**config.mk**
```make
export PLATFORM = sky130hd
export DESIGN_NAME = sysbus_arbiter
export DESIGN_NICKNAME = d
export VERILOG_FILES = /design/src/rtl/sysbus_arbiter.sv
export SDC_FILE = /design/constraint.sdc
export NUM_CORES = 1
export LEC_CHECK = 0
export ABC_AREA = 1
export CORE_MARGIN = 1
export CORE_UTILIZATION = 53
export CTS_CLUSTER_DIAMETER = 80
export DETAILED_ROUTE_END_ITERATION = 6
export PLACE_DENSITY = 0.83
export SYNTH_ARGS = -nofsm -noshare
export SYNTH_HDL_FRONTEND = slang
export SYNTH_SLANG_ARGS = --single-unit
```
**constraint.sdc**
```tcl
create_clock -name clk -period 3.7 [get_ports clk]
set_input_delay 0.74 -clock clk [delete_from_list [all_inputs] [get_ports clk]]
set_output_delay 0.74 -clock clk [all_outputs]
set_load 0.05 [all_outputs]
```
**src/rtl/sysbus_arbiter.sv**
```systemverilog
// rtl/sysbus_arbiter.sv - round-robin system bus arbiter with lock, turnaround and optional watchdog (ARB_TIMEOUT_EN)
module sysbus_arbiter #(
    parameter int N_MASTERS = 4,
    parameter int TIMEOUT   = 255
) (
    input  logic                         clk,
    input  logic                         rst_,
    input  logic [N_MASTERS-1:0]         req,
    input  logic [N_MASTERS-1:0]         lock,
    input  logic                         done,
    output logic [N_MASTERS-1:0]         grant,
    output logic [$clog2(N_MASTERS)-1:0] gnt_idx,
    output logic                         gnt_valid,
    output logic                         timeout
);
    localparam int IDX_W = $clog2(N_MASTERS);
    localparam logic [N_MASTERS-1:0] ONE_HOT0 = {{(N_MASTERS-1){1'b0}}, 1'b1};

    typedef enum logic [1:0] {S_IDLE, S_OWN, S_TURN} state_t;

    state_t               state_q;
    logic [N_MASTERS-1:0] grant_q;
    logic [IDX_W-1:0]     idx_q;
    logic [IDX_W-1:0]     ptr_q;
    logic [IDX_W-1:0]     ptr_d;
    logic                 valid_q;
    logic                 tmo_q;
    logic [IDX_W-1:0]     win_idx;
    logic [IDX_W-1:0]     cand;
    int                   cand_i;
    logic                 win_found;
    logic                 expire;
    logic                 release_own;

    // First requester at or after ptr, wrapping past the top master.
    always_comb begin
        win_found = 1'b0;
        win_idx   = '0;
        cand      = '0;
        cand_i    = 0;
        for (int k = 0; k < N_MASTERS; k++) begin
            cand_i = (int'(ptr_q) + k) % N_MASTERS;
            cand   = cand_i[IDX_W-1:0];
            if (!win_found && req[cand]) begin
                win_found = 1'b1;
                win_idx   = cand;
            end
        end
    end

    assign ptr_d = (int'(win_idx) == N_MASTERS - 1) ? '0 : win_idx + 1'b1;

    assign release_own = expire || (done && !lock[idx_q]) || !req[idx_q];

`ifdef ARB_TIMEOUT_EN
    logic [15:0] wdog_q;
    logic [15:0] wdog_d;

    assign wdog_d = wdog_q + 16'd1;
    // A done in the expiry cycle wins: it clears the count and releases normally.
    assign expire = !done && (wdog_q == 16'(TIMEOUT - 1));

    always_ff @(posedge clk or negedge rst_) begin
        if (!rst_) begin
            wdog_q <= '0;
        end else if (state_q != S_OWN || done) begin
            wdog_q <= '0;
        end else begin
            wdog_q <= wdog_d;
        end
    end
`else
    logic unused_timeout;

    assign expire         = 1'b0;
    assign unused_timeout = ^TIMEOUT;
`endif

    always_ff @(posedge clk or negedge rst_) begin
        if (!rst_) begin
            state_q <= S_IDLE;
            grant_q <= '0;
            idx_q   <= '0;
            valid_q <= 1'b0;
            tmo_q   <= 1'b0;
            ptr_q   <= '0;
        end else begin
            tmo_q <= 1'b0;
            case (state_q)
                S_IDLE, S_TURN: begin
                    if (win_found) begin
                        state_q <= S_OWN;
                        grant_q <= ONE_HOT0 << win_idx;
                        idx_q   <= win_idx;
                        valid_q <= 1'b1;
                        ptr_q   <= ptr_d;
                    end else begin
                        state_q <= S_IDLE;
                    end
                end
                S_OWN: begin
                    if (release_own) begin
                        state_q <= S_TURN;
                        grant_q <= '0;
                        idx_q   <= '0;
                        valid_q <= 1'b0;
                        tmo_q   <= expire;
                    end
                end
                default: begin
                    state_q <= S_IDLE;
                    grant_q <= '0;
                    idx_q   <= '0;
                    valid_q <= 1'b0;
                end
            endcase
        end
    end

    assign grant     = grant_q;
    assign gnt_idx   = idx_q;
    assign gnt_valid = valid_q;
    assign timeout   = tmo_q;

endmodule

```
## Yosys cells after proc, flatten, opt, wreduce, memory -nomap -nowiden

Cells that the tools add are included.

| storage, ports and cells | value |
|---|---|
| register bits | 11 |
| output and inout port bits | 8 |

| operators by class | value |
|---|---|
| add/sub/neg operators | 4 |
| order comparisons | 5 |
| eq/ne operators | 5 |
| shifts and indexed selects | 1 |
| muxes and demuxes | 33 |
| reductions and logical operators | 14 |

Operators with widths:

| cell | number |
|---|---|
| 2-bit two-way mux | 8 |
| 2-bit by 3-bit less-than comparator with 1-bit output, second input constant | 5 |
| 1-bit two-way mux | 13 |
| 1-bit binary-select mux with 2-bit select | 6 |
| 4-bit two-way mux | 2 |
| 2-bit case mux with 2 select lines | 2 |
| 4-bit case mux with 2 select lines | 1 |
| 1-bit logical NOT | 5 |
| 2-bit by 1-bit adder with 2-bit output, second input constant | 2 |
| 2-bit adder, second input constant | 2 |
| 2-bit by 1-bit equality test with 1-bit output, second input constant | 2 |
| 1-bit logical AND | 4 |
| 2-bit != test, second input constant | 2 |
| 2-bit AND reduction | 2 |
| 1-bit by 2-bit << shifter with 4-bit output, first input constant | 1 |
| 2-bit equality test, second input constant | 1 |
| 2-bit logical NOT | 1 |
| 1-bit case mux with 2 select lines | 1 |
| 2-bit OR reduction | 1 |
| 1-bit logical OR | 1 |

## Depth between registers and ports, before layout

Gate-level depths: netlist (run 1).

| depth | value |
|---|---|
| depth in word-level cells | 15 |
| mapped depth | 14 |
| depth with buffers taken out | 13 |

## Least setup slack after synthesis (run 1)

No wires, ideal clock.

| path | value |
|---|---|
| kind | in2reg |
| start | input req[3] |
| end | register ptr_q[1] |
| data arrival time | 1.836 ns |
| data required time | 3.582 ns |
| path slack | 1.746 ns |
| stages on the path | 13 |
| path buffers | 0 |
| cells stage by stage | inv_1 -> nand2_1 -> nand3_1 -> nand2_2 -> inv_1 -> nand2_1 -> nand2_1 -> nand2_1 -> nand2_1 -> inv_1 -> ha_1 -> nand2_1 -> o21ai_2 |

| between the ends | value |
|---|---|
| word-level cells in the longest chain between the ends | 14 |
| elaborated cells on any way between the ends | 26 |
| classes of those cells | 1 x add/sub; 1 x eq/ne; 17 x mux; 7 x reduce/logical |

RTL lines:

| item | line | RTL |
|---|---|---|
| start, declared | 8 | `input logic [N_MASTERS-1:0] req,` |
| 1-bit binary-select mux with 2-bit select | 44 | `if (!win_found && req[cand]) begin` |
| 1-bit two-way mux (not written as such) | 44 |  |
| 1-bit two-way mux | 44 |  |
| 1-bit logical NOT | 44 |  |
| 1-bit logical AND | 44 |  |
| 1-bit two-way mux | 44 |  |
| 1-bit logical NOT | 44 |  |
| 1-bit logical AND | 44 |  |
| 1-bit two-way mux | 44 |  |
| 1-bit logical NOT | 44 |  |
| 1-bit logical AND | 44 |  |
| 2-bit two-way mux (*) | 44 |  |
| 2-bit by 1-bit adder with 2-bit output / 2-bit by 1-bit equality test with 1-bit output (equally long branches) | 51 | `assign ptr_d = (int'(win_idx) == N_MASTERS - 1) ? '0 : win_idx + 1'b1;` |
| 2-bit two-way mux (*) | 51 |  |
| via ptr_d[1] | 25 | `logic [IDX_W-1:0] ptr_d;` |
| end signal, assigned | 96 | `ptr_q <= ptr_d;` |
| end, declared | 24 | `logic [IDX_W-1:0] ptr_q;` |

Mark *: on every way through the listed nets, which the timed path passes. The rest lies on a longest branch. The select of a mux whose other input is x is not followed.
A chain may end at the register's enable or synchronous reset.

## Worst setup path in the final report (run 1)

Ends and elaborated chain as after synthesis.

==> results.toml, run 1 <==
[detailed_routing]
detail-route-antenna-nets = 0
drt_iter0_drc = 11
route.detailed.drc = 0
wl_per_cell_um = 11.8
vias = 813
highest_layer = "met3"
met2WireLength_um = 974
wl_um = 1890
drt_pass1_iterations = 4
viasPerCell = 5.08
drt-met1-wl_um = 814
dr_wl_met3_um = 98

[cts]
post_cts_buffers = 0
cts-resized-gates = 0
clock-sinks = 11
cts_root_buf = "clkbuf_4"
cts_max_level = 1
cts_hold_buf = 0
cts_buffers = 3
clk_latency_ns = 0.27
clk_path_buf_depth = 2
clk_pin_slew_ns = 0.07
cts_tree = "yes"

[grt]
grt_pass1_vias = 779
antenna_found_initial = 0
grt_pass1_wl_um = 3220
grt_overflow = 0
grt_start_max_net_pins = 12
grtUsageTotal = 0.234

[layout]
final_cell_area_sq_mm = 0.00109
areaGrowthSynthToFinish_pct = 22.0
diodes = 0
most-common-layout-cells = "47 x nand2_1, 17 x clkdlybuf4s50_1, 15 x inv_1"
drive_above_1_share = 0.181
layout_commonest_cell = "nand2_1"
layout.nets = 160

[synthesis]
synth-seq-cells = 11
syn_area_sq_um = 897
synth_warnings = 0
synth.distinct_cells = 26
synth_fp_nets = 140
synth_cells = 125
syn_area_per_cell_sq_um = 7.18
yosysSeqAreaShare = 0.307

[floorplanning]
initial_core_util = 0.582
num_rows = 14
dieArea_sq_mm = 0.00186
die_w_um = 43.1
io_pins = 19
dieHeight_um = 43.1
core_sq_mm = 0.00154

[critical_path]
crit_chain = "clkdlybuf4s50_1 > inv_1 > nand2_1 > nand3_1 > nand2_2 > nor2_8 > nand3_1 > nand2_1 > inv_1 > ha_1 > nand2_1 > o21ai_2"
crit_slowest_cell = "clkdlybuf4s50_1"
cp_top_family = "simple AND/OR/NAND/NOR gates"
crit_type = "primary input to register"
cp.arrival_ns = 2.51
end_kind = "register"
worst-path-buf-inv = 3
crit_path_frequent_cell = "nand2_1"
slowest_delay_ns = 0.46
path_max_fanout = 5
cp-start-kind = "primary input"
cp_data_required_time_ns = 3.86

[timing]
worst_clock_skew_ns = 0.00560
tightest_slew_ns = 0.518
final.min_clock_period_ns = 2.35
finalMaxSlewViolations = 0
min_period_over_period = 0.635
rsz0062_at_grt = "false"
fmax_mhz = 425
setup_tns_ns = 0
final_hold_viol_count = 0
slew_headroom = 0.654
final-setup-viol-count = 0

[power_and_ir_drop]
p_int_mw = 0.486
peakVddDrop_mv = 0.576
clkPwrFrac = 0.073
p_seq_frac = 0.200
p_comb_frac = 0.727
cellLeakagePower_nw = 0.602
p_switching_mw = 0.636
switching_share = 0.567
power_density_mw_per_mm2 = 1030

[placed_design]
post_dp_cell_area_sq_mm = 0.00107
place_congestion = 0.852
port_buffers = 17
hpwl_um = 1440

[job]
max-cap-violations = 0

[hold_path]
worstHoldPathType = "register to register"

[run_status]
outcome = "complete, no violations"
==> Yosys cell counts, drive strengths merged <==
| library cell | count | area, sq um |
|---|---|---|
| o21ai | 2 | 13.8 |
| buf | 2 | 18.8 |
| inv | 20 | 82.6 |
| nand3 | 15 | 87.6 |
| o21bai | 1 | 7.51 |
| conb | 1 | 3.75 |
| dfrtp | 11 | 275 |
| nor2 | 6 | 51.3 |
| nand3b | 1 | 7.51 |
| nand4 | 2 | 18.8 |
| a211oi | 1 | 7.51 |
| o211ai | 1 | 7.51 |
| nand2 | 58 | 265 |
| ha | 4 | 50.1 |
==> power by group through the flow <==
stage	logic, mW	registers (mW)	clock network, mW
2_1_floorplan	0.592	0.286	0
6_report	0.816	0.225	0.0818
5_1_grt	0.920	0.233	0.0883
3_3_place_gp	0.782	0.225	0
4_1_cts	0.822	0.225	0.0838
3_5_place_dp	0.813	0.226	0
==> worst paths after layout <==
kind,start,cells after the start,to,slack (ns)
min reg2reg,state_q[1],1,state_q[1],0.43
min,state_q[1],1,state_q[1],0.43
max,req[3],12,ptr_q[1],1.35
min in group asynchronous,rst_,1,state_q[0],0.81
max in group asynchronous,rst_,1,grant[2],2.54
max reg2reg,ptr_q[0],12,ptr_q[1],1.67
==> through the flow <==
stage	instances	setup slack (ns)	power, mW	util	hold slack [ns]
2_1_floorplan	125	1.75	0.878	-	0.404
3_3_place_gp	156	1.13	1.01	0.693	0.420
6_report	160	1.35	1.12	0.710	0.431
5_1_grt	160	1.14	1.24	0.710	0.445
4_1_cts	160	1.34	1.13	0.710	0.435
3_5_place_dp	156	1.06	1.04	0.693	0.426
==> area by class of cell <==
type,instances,area [sq um]
tap,16,20.0
timing repair buffer,17,170
sequential,11,275
fill,143,447
inverter,20,82.6
clock buffer,4,26.3
multi-input combinational,92,520
==> kinds of logic (layout without fill, tap and decap cells) <==
group,count (synthesis),after routing,synth area share
DFF,11,11,0.307
other,1,1,0.00418
AOI/OAI and AO/OA,5,5,0.0405
adders and majority gates,4,4,0.0558
and+or+nand+nor,82,82,0.480
buffers and inverters,22,41,0.113
==> flip-flops by register name (all words and copies together) (netlist names) <==
signal and count:
gnt_idx 2, gnt_valid 1, grant 4, ptr_q 2, state_q 2
==> metal layers <==
metal	global-route usage	vias up
met5	0	-
met3	0.0681	0
met1	0.283	375
met2	0.415	19
li1	-	419
met4	0.0364	0
No activity file was read; power rests on OpenSTA's default activity.
==> run 2, diff against run 1 <==
--- a/config.mk
+++ b/config.mk
@@ -7,10 +7,10 @@
 export LEC_CHECK = 0
 export ABC_AREA = 1
 export CORE_MARGIN = 1
-export CORE_UTILIZATION = 53
+export CORE_UTILIZATION = 49
 export CTS_CLUSTER_DIAMETER = 80
 export DETAILED_ROUTE_END_ITERATION = 6
-export PLACE_DENSITY = 0.83
+export PLACE_DENSITY = 0.77
 export SYNTH_ARGS = -nofsm -noshare
 export SYNTH_HDL_FRONTEND = slang
 export SYNTH_SLANG_ARGS = --single-unit
==> constraint.sdc (replaced) <==
create_clock -name clk -period 2.4 [get_ports clk]
set_input_delay 0.48 -clock clk [delete_from_list [all_inputs] [get_ports clk]]
set_output_delay 0.48 -clock clk [all_outputs]
set_load 0.05 [all_outputs]
==> results.toml, run 2 (synthesized netlist as in run 1, its figures left out) <==
[cts]
clock-sinks = 11
clk_pin_slew_ns = 0.07
cts-resized-gates = 0
clk_latency_ns = 0.27
clk_path_buf_depth = 2
cts_root_buf = "clkbuf_4"
cts_tree = "yes"
cts_buffers = 3
cts_hold_buf = 0
cts_max_level = 1
post_cts_buffers = 0

[layout]
final_util = 0.641
most-common-layout-cells = "47 x nand2_1, 17 x clkdlybuf4s50_1, 15 x inv_1"
nFillCells = 167
drive_above_1_share = 0.181
layout.nets = 160
layout_commonest_cell = "nand2_1"
multi_input_area_sq_um = 520
seq_area_sq_um = 275
largest_reg_flops = 4
areaGrowthSynthToFinish_pct = 23.3
diodes = 0

[critical_path]
crit_type = "primary input to register"
cp-start-kind = "primary input"
end_kind = "register"
cp.arrival_ns = 2.30
cp_data_required_time_ns = 2.57
path_max_fanout = 3

[floorplanning]
core_sq_mm = 0.00173
num_rows = 15
io_pins = 19
initial_core_util = 0.520
dieHeight_um = 44.8
dieArea_sq_mm = 0.00201
die_w_um = 44.8

[placed_design]
hpwl_um = 1450
port_buffers = 17
place_congestion = 0.893

[timing]
slew_headroom = 0.662
tightest_slew_ns = 0.506
final_hold_viol_count = 0
fmax_mhz = 469
finalMaxSlewViolations = 0
worst_clock_skew_ns = 0.00432
rsz0062_at_grt = "false"
setup_tns_ns = 0
min_period_over_period = 0.888
final.min_clock_period_ns = 2.13
hold-worst-slack_ns = 0.433
final-setup-viol-count = 0

[grt]
grt_overflow = 0
antenna_found_initial = 0
grtUsageTotal = 0.212
grt_pass1_wl_um = 3020
grt_start_max_net_pins = 12
grt_pass1_vias = 701

[hold_path]
worstHoldPathType = "register to register"

[job]
max-cap-violations = 0

[detailed_routing]
wl_per_cell_um = 10.6
wl_um = 1800
route.detailed.drc = 0
drt_pass1_iterations = 4
viasPerCell = 4.83
vias = 816
detail-route-antenna-nets = 0
drt_iter0_drc = 24

[power_and_ir_drop]
peakVddDrop_mv = 0.986
cellLeakagePower_nw = 0.602
power_density_mw_per_mm2 = 1560

[run_status]
outcome = "complete, no violations"
==> run 2: cell counts in the layout (fill, tap and decap cells not counted) <==
Identical to the previous run, type by type.
==> run 2: critical path: stages <==
cell,delay [ns]
clkdlybuf4s50_1,0.52
inv_1,0.06
nand2_1,0.07
nand3_1,0.10
nand2_1,0.11
nand3_1,0.12
nand2_1,0.11
nand2_1,0.06
nand2_1,0.09
nand2_1,0.11
inv_1,0.11
ha_1,0.23
nand2_1,0.08
o21ai_2,0.05
==> run 2: through the flow <==
stage	cells	cell area, sq um	setup slack, ns	power (mW)
2_1_floorplan	125	897	0.672	1.35
3_3_place_gp	165	1080	0.110	1.55
3_5_place_dp	165	1080	0.00271	1.61
4_1_cts	169	1110	0.276	1.74
5_1_grt	169	1110	0.158	1.89
6_report	169	1110	0.269	1.72
==> run 2: worst paths after layout <==
| check | from | end | slack [ns] | depth (start not counted) |
|---|---|---|---|---|
| worst max-delay path | req[3] | ptr_q[1] | 0.27 | 14 |
| worst min-delay path | state_q[1] | state_q[1] | 0.43 | 1 |
| worst min register to register | state_q[1] | state_q[1] | 0.43 | 1 |
| worst max register to register | ptr_q[0] | ptr_q[1] | 0.36 | 13 |
| max in group asynchronous | rst_ | gnt_idx[0] | 1.54 | 1 |
| min in group asynchronous | rst_ | grant[2] | 0.53 | 1 |
==> run 2: report_power, final <==
group          leakage (nW)  total [mW]  internal (mW)  switching (mW)
Clock                0.0150       0.127         0.0645          0.0623
Sequential            0.139       0.346          0.265          0.0810
Combinational         0.448        1.25          0.423           0.827
Total                 0.602        1.72          0.752           0.970
==> run 2: cell type report <==
cell class / count / share of cell area
inverters: 20 / 0.0747
repair buffers: 17 / 0.154
multi-input cells: 92 / 0.471
clock buffers: 4 / 0.0238
flip-flops and latches: 11 / 0.249
well taps: 25 / 0.0283
==> run 2: layer usage <==
metal,track usage,routed length [um]
met4,0.0909,34
met3,0.0600,60
met1,0.273,834
met2,0.335,870
met5,0,0
==> run 3, diff against run 2 <==
--- a/config.mk
+++ b/config.mk
@@ -6,11 +6,15 @@
 export NUM_CORES = 1
 export LEC_CHECK = 0
 export ABC_AREA = 1
+export CELL_PAD_IN_SITES_DETAIL_PLACEMENT = 1
+export CELL_PAD_IN_SITES_GLOBAL_PLACEMENT = 1
 export CORE_MARGIN = 1
-export CORE_UTILIZATION = 49
+export CORE_UTILIZATION = 35
 export CTS_CLUSTER_DIAMETER = 80
 export DETAILED_ROUTE_END_ITERATION = 6
-export PLACE_DENSITY = 0.77
+export GPL_TIMING_DRIVEN = 0
+export PLACE_DENSITY_LB_ADDON = 0.1
 export SYNTH_ARGS = -nofsm -noshare
 export SYNTH_HDL_FRONTEND = slang
 export SYNTH_SLANG_ARGS = --single-unit
+export TNS_END_PERCENT = 20
==> results.toml, run 3 (synthesized netlist as in run 1, its figures left out) <==
[hold_path]
worstHoldPathType = "register to register"
hp-start = "state_q[1]"

[run_status]
outcome = "complete, no violations"

[power_and_ir_drop]
power_density_mw_per_mm2 = 1570
peakVddDrop_mv = 0.762
cellLeakagePower_nw = 0.614

[detailed_routing]
detail-route-antenna-nets = 0
wl_per_cell_um = 12.2
drt_pass1_iterations = 3
vias = 850
wl_um = 2120
viasPerCell = 4.89
drt_iter0_drc = 4
route.detailed.drc = 0

[placed_design]
place_congestion = 0.785
port_buffers = 17
placed_cells = 170
post_dp_cell_area_sq_mm = 0.00110
dp_slack_ns = -0.0187
hpwl_um = 1730

[grt]
grt_pass1_vias = 844
grt_start_max_net_pins = 12
grtUsageTotal = 0.180
grt_overflow = 0
antenna_found_initial = 0
grt_pass1_wl_um = 3530

[floorplanning]
core_sq_mm = 0.00232
dieHeight_um = 52.6
die_w_um = 52.6
initial_core_util = 0.387
dieArea_sq_mm = 0.00277
num_rows = 17
io_pins = 19

[layout]
finalNonFillerCells = 174
largest_reg_flops = 4
drive_above_1_share = 0.192
diodes = 0
layout.nets = 162
layout_commonest_cell = "nand2_1"
areaGrowthSynthToFinish_pct = 25.8
final_cell_area_sq_mm = 0.00113
nFillCells = 304
most-common-layout-cells = "47 x nand2_1, 17 x clkdlybuf4s50_1, 15 x inv_1"

[timing]
tightest_slew_ns = 0.528
worst_clock_skew_ns = 0.00519
slew_headroom = 0.647
final.min_clock_period_ns = 2.10
min_period_over_period = 0.875
fin_ws_ns = 0.299
fmax_mhz = 476
final-setup-viol-count = 0
setup_tns_ns = 0
rsz0062_at_grt = "false"
hold-worst-slack_ns = 0.433
final_hold_viol_count = 0
finalMaxSlewViolations = 0

[cts]
cts-resized-gates = 0
cts_tree = "yes"
clk_latency_ns = 0.28
cts_max_level = 1
post_cts_buffers = 0
cts_hold_buf = 0
clk_pin_slew_ns = 0.07
cts_root_buf = "clkbuf_4"
cts_buffers = 3
clk_path_buf_depth = 2
clock-sinks = 11

[job]
max-cap-violations = 0

[critical_path]
cp_data_required_time_ns = 2.58
cp.arrival_ns = 2.28
cp-start-kind = "primary input"
path_max_fanout = 3
end_kind = "register"
crit_type = "primary input to register"
cp-startpoint = "req[2]"
r2r-start = "ptr_q[0]"
## run 3: worst max-delay path, cell delays in order
cell and delay (ns):
clkdlybuf4s50_1 0.53, inv_1 0.06, nand2_1 0.09, nand3_1 0.09
nand2_1 0.12, nand3_1 0.12, nand2_1 0.10, nand2_1 0.05
nand2_1 0.08, nand2_1 0.09, inv_1 0.10, ha_1 0.24
nand2_1 0.08, o21ai_2 0.05
## run 3: layer usage
| layer | wire length (um) | vias up | global-route usage |
|---|---|---|---|
| li1 | - | 429 | - |
| met1 | 986 | 398 | 0.209 |
| met2 | 987 | 16 | 0.295 |
| met3 | 95 | 7 | 0.0609 |
| met4 | 46 | 0 | 0.0833 |
| met5 | 0 | - | 0 |
## run 3: final cells by class
class                      instances  area [sq um]  area share
timing repair buffer              17           170       0.151
sequential                        11           275       0.244
buffer                             2          18.8      0.0166
tap                               28          35.0      0.0310
clock buffer                       4          26.3      0.0233
inverter                          20          82.6      0.0732
multi-input combinational         92           520       0.461
## run 3: worst paths after layout
kind / slack [ns] / cells past startpoint / to
max: 0.30 / 14 / ptr_q[1]
min: 0.43 / 1 / state_q[1]
max reg2reg: 0.46 / 14 / ptr_q[1]
min reg2reg: 0.43 / 1 / state_q[1]
max in group asynchronous: 1.50 / 1 / grant[0]
min in group asynchronous: 0.54 / 1 / state_q[0]
## run 3: power by group
part | internal (mW) | switching, mW
clock network | 0.0646 | 0.0674
registers | 0.265 | 0.0542
logic | 0.442 | 0.878
total | 0.771 | 1.00
## run 3: per-stage QoR
stage / total power, mW / util
2_1_floorplan: 1.35 / -
3_3_place_gp: 1.60 / 0.475
3_5_place_dp: 1.66 / 0.475
4_1_cts: 1.80 / 0.487
5_1_grt: 1.96 / 0.487
6_report: 1.77 / 0.487
